`src/rtl/cpu_sequencer_if.sv`:
```
// Bus between the debug/decoder environment and the CPU master sequencer.
// The master drives IR/EXTRA/debug controls; the slave (sequencer) drives strobes and counters.
interface cpu_sequencer_if #(
    parameter int CNT_W = 16
);
    logic [3:0]       IR;
    logic             EXTRA;
    logic             run;
    logic             step;
    logic             halt_req;
    logic             FETCH;
    logic             EXEC1;
    logic             EXEC2;
    logic             PAUSED;
    logic             HALTED;
    logic             instr_done;
    logic [CNT_W-1:0] cycle_count;
    logic [CNT_W-1:0] instr_count;

    modport master (
        output IR, EXTRA, run, step, halt_req,
        input  FETCH, EXEC1, EXEC2, PAUSED, HALTED, instr_done, cycle_count, instr_count
    );

    modport slave (
        input  IR, EXTRA, run, step, halt_req,
        output FETCH, EXEC1, EXEC2, PAUSED, HALTED, instr_done, cycle_count, instr_count
    );
endinterface

```
`src/rtl/cpu_sequencer.sv`:
```
// Master state sequencer: one-hot FETCH/EXEC1/EXEC2 strobes, STP halt, run/step/pause
// debug control, saturating cycle counter and wrapping retired-instruction counter.
module cpu_sequencer #(
    parameter int         CNT_W        = 16,
    parameter bit         RUN_ON_RESET = 1'b1,
    parameter logic [3:0] STP_OPCODE   = 4'b0111
) (
    input  logic                  clk,
    input  logic                  reset,
    cpu_sequencer_if.slave        bus
);

    typedef enum logic [4:0] {
        S_PAUSE = 5'b00001,
        S_FETCH = 5'b00010,
        S_EXEC1 = 5'b00100,
        S_EXEC2 = 5'b01000,
        S_HALT  = 5'b10000
    } state_t;

    state_t           state;
    logic             run_mode;
    logic [CNT_W-1:0] cycle_count;
    logic [CNT_W-1:0] instr_count;

    logic is_stp;
    logic run_mode_nxt;
    logic instr_done;
    logic active;

    assign is_stp       = (bus.IR == STP_OPCODE);
    assign active       = (state == S_FETCH) || (state == S_EXEC1) || (state == S_EXEC2);
    // halt_req wins over a coincident run, so a boundary in the same cycle lands in PAUSE
    assign run_mode_nxt = bus.halt_req ? 1'b0 : (bus.run ? 1'b1 : run_mode);
    assign instr_done   = ((state == S_EXEC1) && !bus.EXTRA && !is_stp) || (state == S_EXEC2);

    always_ff @(posedge clk) begin
        if (reset) begin
            state       <= RUN_ON_RESET ? S_FETCH : S_PAUSE;
            run_mode    <= RUN_ON_RESET;
            cycle_count <= '0;
            instr_count <= '0;
        end else begin
            unique case (state)
                S_PAUSE: begin
                    if (bus.halt_req) begin
                        run_mode <= 1'b0;
                    end else if (bus.run) begin
                        state    <= S_FETCH;
                        run_mode <= 1'b1;
                    end else if (bus.step) begin
                        state    <= S_FETCH;
                    end
                end
                S_FETCH: begin
                    state    <= S_EXEC1;
                    run_mode <= run_mode_nxt;
                end
                S_EXEC1: begin
                    if (is_stp) begin
                        state    <= S_HALT;
                        run_mode <= 1'b0;
                    end else begin
                        run_mode <= run_mode_nxt;
                        if (bus.EXTRA)
                            state <= S_EXEC2;
                        else
                            state <= run_mode_nxt ? S_FETCH : S_PAUSE;
                    end
                end
                S_EXEC2: begin
                    run_mode <= run_mode_nxt;
                    state    <= run_mode_nxt ? S_FETCH : S_PAUSE;
                end
                S_HALT: begin
                    state    <= S_HALT;
                    run_mode <= 1'b0;
                end
                default: begin
                    state    <= S_PAUSE;
                    run_mode <= 1'b0;
                end
            endcase

            if (instr_done)
                instr_count <= instr_count + 1'b1;
            if (active && (cycle_count != '1))
                cycle_count <= cycle_count + 1'b1;
        end
    end

    assign bus.PAUSED      = state[0];
    assign bus.FETCH       = state[1];
    assign bus.EXEC1       = state[2];
    assign bus.EXEC2       = state[3];
    assign bus.HALTED      = state[4];
    assign bus.instr_done  = instr_done;
    assign bus.cycle_count = cycle_count;
    assign bus.instr_count = instr_count;

endmodule
```
`src/flat_wrapper.sv`:
```
// flat-port wrapper written by rule: the top's interface ports become plain ports
module cpu_sequencer_flat 
#(
    parameter int         CNT_W        = 16,
    parameter bit         RUN_ON_RESET = 1'b1,
    parameter logic [3:0] STP_OPCODE   = 4'b0111
)
  (clk, reset, bus_IR, bus_EXTRA, bus_run, bus_step, bus_halt_req, bus_FETCH, bus_EXEC1, bus_EXEC2, bus_PAUSED, bus_HALTED, bus_instr_done, bus_cycle_count, bus_instr_count);
  cpu_sequencer_if #(.CNT_W(CNT_W)) bus_i ();
  input  logic clk;
  input  logic reset;
  input wire logic [$bits(bus_i.IR)-1:0] bus_IR;
  input wire logic [$bits(bus_i.EXTRA)-1:0] bus_EXTRA;
  input wire logic [$bits(bus_i.run)-1:0] bus_run;
  input wire logic [$bits(bus_i.step)-1:0] bus_step;
  input wire logic [$bits(bus_i.halt_req)-1:0] bus_halt_req;
  output wire logic [$bits(bus_i.FETCH)-1:0] bus_FETCH;
  output wire logic [$bits(bus_i.EXEC1)-1:0] bus_EXEC1;
  output wire logic [$bits(bus_i.EXEC2)-1:0] bus_EXEC2;
  output wire logic [$bits(bus_i.PAUSED)-1:0] bus_PAUSED;
  output wire logic [$bits(bus_i.HALTED)-1:0] bus_HALTED;
  output wire logic [$bits(bus_i.instr_done)-1:0] bus_instr_done;
  output wire logic [$bits(bus_i.cycle_count)-1:0] bus_cycle_count;
  output wire logic [$bits(bus_i.instr_count)-1:0] bus_instr_count;
  assign bus_i.IR = bus_IR;
  assign bus_i.EXTRA = bus_EXTRA;
  assign bus_i.run = bus_run;
  assign bus_i.step = bus_step;
  assign bus_i.halt_req = bus_halt_req;
  assign bus_FETCH = bus_i.FETCH;
  assign bus_EXEC1 = bus_i.EXEC1;
  assign bus_EXEC2 = bus_i.EXEC2;
  assign bus_PAUSED = bus_i.PAUSED;
  assign bus_HALTED = bus_i.HALTED;
  assign bus_instr_done = bus_i.instr_done;
  assign bus_cycle_count = bus_i.cycle_count;
  assign bus_instr_count = bus_i.instr_count;
  cpu_sequencer #(.CNT_W(CNT_W), .RUN_ON_RESET(RUN_ON_RESET), .STP_OPCODE(STP_OPCODE)) u_core (.clk(clk), .reset(reset), .bus(bus_i));
endmodule
```
`config.mk`:
```
export PLATFORM = sky130hd
export DESIGN_NAME = cpu_sequencer_flat
export DESIGN_NICKNAME = d
export VERILOG_FILES = /design/src/rtl/cpu_sequencer_if.sv /design/src/rtl/cpu_sequencer.sv /design/src/flat_wrapper.sv
export SDC_FILE = /design/constraint.sdc
export NUM_CORES = 1
export LEC_CHECK = 0
export ABC_AREA = 1
export CAP_MARGIN = 15
export CORE_ASPECT_RATIO = 1.4
export CORE_MARGIN = 4
export CORE_UTILIZATION = 47
export CTS_CLUSTER_DIAMETER = 30
export DETAILED_ROUTE_END_ITERATION = 8
export GPL_TIMING_DRIVEN = 0
export HOLD_SLACK_MARGIN = 0.1
export PLACE_DENSITY = 0.8
export SETUP_SLACK_MARGIN = 0.1
export SLEW_MARGIN = 20
export SYNTH_ARGS = -nofsm -noshare
export SYNTH_HDL_FRONTEND = slang
export SYNTH_SLANG_ARGS = --single-unit
```
`constraint.sdc`:
```
create_clock -name clk -period 1.9 [get_ports clk]
set_input_delay 0.38 -clock clk [delete_from_list [all_inputs] [get_ports clk]]
set_output_delay 0.38 -clock clk [all_outputs]
set_load 0.05 [all_outputs]
```
; ---- Word-level counts from Yosys, hierarchy flattened
; Cells that the tools add are included.
; Widths: inputs -> output; s select.
[word_totals]
ram_bits = 0
latch_bits = 0
memories = 0
regBits = 38
input_bits = 10
romBits = 0
[classes]
reduce_logical = 10
mul = 0
muxes = 11
magnitude_cmp = 0
eq_ne = 9
n_addsub = 2
n_bitwise = 0
div = 0
shift = 0
[ops]
columns = cell, n
row1 = $add 16x1->16 const B, 2
row2 = $mux 5, 5
row3 = $pmux 5 s5, 1
row4 = $ne 16x16->1 const B, 1
row5 = $eq 5x1->1 const B, 1
row6 = $eq 5x2->1 const B, 1
row7 = $eq 5x3->1 const B, 1
row8 = $eq 5x4->1 const B, 1
row9 = $eq 5x5->1 const B, 1
row10 = $eq 4x3->1 const B, 1
row11 = $logic_and 1x1->1, 3
row12 = $logic_or 1x1->1, 3
row13 = $mux 1, 3
row14 = $ne 3x3->1 const B, 1
row15 = $reduce_or 3->1, 1
row16 = $logic_not 1->1, 2
row17 = $mux 2, 1
row18 = $ne 2x2->1 const B, 1
row19 = $pmux 1 s2, 1
row20 = $reduce_and 2->1, 1

; ---- Logic depth before layout (Yosys ltp)
[logic_depth]
ltp_word = 6
mapped_depth = 10
depth_no_buf = 9

; ---- Least setup slack after synthesis
; Ideal clock, no wire load.
[synth_path]
kind = register -> register
startpoint = register u_core.cycle_count[1], in the netlist u_core.bus.cycle_count[1]
endpoint = register u_core.cycle_count[10], in the netlist u_core.bus.cycle_count[10]
stages_incl_launch_ff = 10
arrival_time_ns = 1.701
setup_time_ns = 0.131
slack_ns = 0.068
required_time_ns = 1.769
path_cell_list = dfxtp_1 -> ha_1 -> nand3_2 -> nor2_4 -> nand2_2 -> buf_2 -> nand3_1 -> nand2_1 -> nand2_1 -> nor2_1
[synth_via]
elab_chain_cells = 2
word_cells_on_any_way = 3
[synth_rtl]
columns = item, line_no
row1 = "start, declared", cpu_sequencer.sv:23  ; logic [CNT_W-1:0] cycle_count;
row2 = "start signal, assigned", cpu_sequencer.sv:88  ; cycle_count <= cycle_count + 1'b1;
row3 = "parallel branches: the longest is 2 deep, another holds $add 16x1->16", -
; Parallel ways; which one is timed is not known.
; A chain may end at the register's enable or synchronous reset.

; ---- Worst setup path after layout
[layout_path]
startpoint = register u_core.state[4]
endpoint = output port bus_instr_done
[layout_via]
elab_chain_cells = 4
word_cells_on_any_way = 5
[layout_rtl]
columns = item, line_no
row1 = "start, declared", cpu_sequencer.sv:21  ; state_t state;
row2 = "start signal, assigned", cpu_sequencer.sv:39  ; state <= RUN_ON_RESET ? S_FETCH : S_PAUSE;
row3 = "start signal, assigned", cpu_sequencer.sv:68  ; state <= run_mode_nxt ? S_FETCH : S_PAUSE;
row4 = "start signal, assigned", cpu_sequencer.sv:73  ; state <= run_mode_nxt ? S_FETCH : S_PAUSE;
row5 = $eq 5x3->1, cpu_sequencer.sv:35  ; assign instr_done = ((state == S_EXEC1) && !bus.EXTRA && !is_stp) || (state == S_EXEC2);
row6 = $logic_and 1x1->1 (2 in series), cpu_sequencer.sv:35
row7 = $logic_or 1x1->1 *, cpu_sequencer.sv:35
row8 = "end, declared", flat_wrapper.sv:22  ; output wire logic [$bits(bus_i.instr_done)-1:0] bus_instr_done;
; Every way passes the cells marked *; elsewhere a longest branch is shown, timed or not.

==> results by group <==
Status
  – Outcome: completed

STA
  – Minimum clock period: 1810 ps
  – Clock Skew: 9.08 ps
  – Final hold vios: 0
  – Worst-Margin Slew: 518 ps
  – Setup violators final: 0
  – Slew HR: 0.655
  – Final period utilization: 0.951
  – Slew Limit Fails: 0
  – Fmax: 0.553 GHz
  – Final hold slack: 520 ps
  – Unrepaired setup endpoints after global routing: yes

Synthesis
  – Dominant synthesized flop cell: dfxtp_1
  – Synth area leaders: dfxtp_1, nand2_1, nand3_1
  – Top cell type's share of synthesized area: 0.337
  – Syn avg cell area: 6.29 um2
  – #FFs+latches synth: 38
  – Synth unique cells: 26
  – Synthesized cell area: 2260 um2
  – Register area share after synthesis: 0.337
  – Post-synth ARST share: 0
  – Most frequent cell after synthesis: nand2_1
  – Ys Warns: 0
  – Yosys top cell by area: dfxtp_1
  – Syn Inst Count: 359
  – Most frequent cells after synthesis: nand2_1, nor2_1, nand3_1, dfxtp_1, inv_1
  – Syn_nets: 371
  – EDFF count, synth: 0

CTS
  – Clk root buf: clkbuf_8
  – Insertion delay to the later sink of the worst-skew pair: 300 ps
  – Clock transition at path regs: 80 ps
  – Num CTS Buffers: 5
  – Clock buffer depth: 2
  – CTS sink count: 38
  – CTS tree: built
  – CTS Hold Bufs: 0
  – H-tree depth: 2

Worst setup path
  – CP max stage cell: dfxtp_2
  – Setup CP Type: flip-flop to output port
  – Worst Path Arrival: 1430 ps
  – Crit path max fanout: 5
  – Worst setup SP type: flip-flop
  – Crit end category: output port
  – Max stage delay on crit path: 340 ps
  – Required @ worst endpoint: 1520 ps
  – CP Cell Sequence: inv_2 -> nand3_2 -> nor2_4 -> nand3_2 -> nand2_4 -> buf_8 -> buf_8

Cells and area
  – Nets@finish: 438
  – Final Instance Count excl. Fillers: 489
  – Layout Area Growth over Synthesis: 32.8%
  – Final instance area: 3000 um2
  – ANT cells: 0
  – Layout cells sized above 1: 0.136
  – Final design utilization: 0.651

Pwr
  – Leakage: 0.00133 uW
  – Switching power: 484 uW
  – Power Internal: 1190 uW
  – Seq pwr share: 0.498
  – Switch share: 0.289
  – Pwr Total: 1670 uW
  – VDD IR-drop max: 0.371 mV
  – Pwr Density: 558 nW/um2
  – Comb pwr share: 0.144
  – Clock power frac: 0.358

Global route
  – Total GRT Usage: 0.209
  – First-pass GRT wire length: 10300 um
  – Largest net degree at the start of global routing: 13
  – Initial antenna violation count: 0
  – Grt ovf: 0
  – Vias in the first global route: 2371

Die
  – Starting Density: 0.490
  – Die height: 90.0 um
  – Core area: 4610 um2
  – Die area: 6000 um2
  – Die Width: 66.6 um
  – Io pins: 48
  – FP Rows: 29

Route
  – Initial DRC Count: 207
  – Vias post-DR: 2497
  – DRC viols: 0
  – Drt wl/cell: 12.5 um
  – Antenna-violating nets left: 0
  – First-pass DRT Iterations: 4
  – DRT Wirelength: 6130 um
  – Via/cell ratio: 5.11

Place
  – Placer Congestion: 0.888
  – Placed insts: 468
  – Post-DP HPWL: 4440 um
  – Buffers on Ports: 47
  – Placed cell area: 2810 um2

Flow run
  – Max cap viols: 0

Hold path
  – Min-delay worst type: flip-flop to flip-flop
[critical path, delay by kind of cell, from the launching register on]
kind                   cells  cell delay (ps)
flip-flops                 1              340
AND/OR/NAND/NOR            4              450
buffers and inverters      3              340
[cell families (layout without fill, tap and decap cells)]
group,after synthesis,in the layout,share of synthesized area
xor gates and xnor gates,7,7,0.0271
buffers and inverters,47,115,0.0902
DFF,38,38,0.337
adders and majority gates,2,2,0.0111
and+or+nand+nor,228,228,0.444
AOI/OAI and AO/OA,37,37,0.0914
[layer usage]
layer | part of all wire | routed length (um) | global-route usage | vias to the layer above
li1 | - | - | - | 1292
met1 | 0.41 | 2500 | 0.235 | 1123
met2 | 0.52 | 3210 | 0.382 | 68
met3 | 0.046 | 284 | 0.0374 | 14
met4 | 0.022 | 136 | 0.0644 | 0
met5 | 0 | 0 | 0 | -
[final timing paths]
path | startpoint | end | slack [ps] | cells past startpoint
setup / recovery | u_core.state[4] | bus_instr_done | 90 | 7
hold / removal | u_core.bus.cycle_count[0] | u_core.bus.cycle_count[0] | 520 | 2
setup reg to reg | u_core.bus.instr_count[0] | u_core.bus.instr_count[14] | 330 | 8
hold reg to reg | u_core.bus.cycle_count[0] | u_core.bus.cycle_count[0] | 520 | 2
[per-stage QoR]
step	setup slack [ps]	TNS (ps)
global placement	-684	-1670
global route	57.2	0
detailed placement	-737	-2070
finish	92.3	0
CTS	-61.6	-61.6
floorplan	148	0
[final cells by class]
type	instances	area, um2
fillers	434	1610
multi-input cells	274	1310
flip-flops and latches	38	772
repair buffers	60	534
inverters	37	139
clock buffers	6	82.6
well taps	62	77.6
plain buffers	10	70.1
clock inverters	2	12.5
[flip-flops by register name, summed over array words and instances (netlist names)]
name	count
u_core.run_mode	1
u_core.bus.cycle_count	16
u_core.state	5
u_core.bus.instr_count	16
[repair_timing]
action | in CTS | in global routing
resized for setup | 47 | 16
endpoints found under the setup margin | 38 | 5
setup buffers | 0 | 13
pin swaps | 0 | 6
[cells in the final DEF, fill, tap and decap left out, types with 5 or more instances in the layout]
cell / netlist / routed
buf_4: 1 / 13
nor2_1: 53 / 53
nand3_2: 4 / 5
nand2_1: 106 / 106
dfxtp_2: 0 / 6
clkbuf_8: 0 / 6
dfxtp_1: 38 / 31
a21oi_2: 5 / 5
a21oi_1: 24 / 24
nand3_1: 41 / 40
dlygate4sd2_1: 0 / 37
clkdlybuf4s50_1: 0 / 5
inv_1: 34 / 33
o21ai_0: 7 / 7
nand4_1: 14 / 14
[power groups by stage]
stage,clock network [uW],registers [uW],logic (uW)
global route,646,836,262
finish,599,834,241
CTS,614,833,229
floorplan,0,897,109
detailed placement,0,852,236
global placement,0,851,232
(Power assumes the default switching activity.)
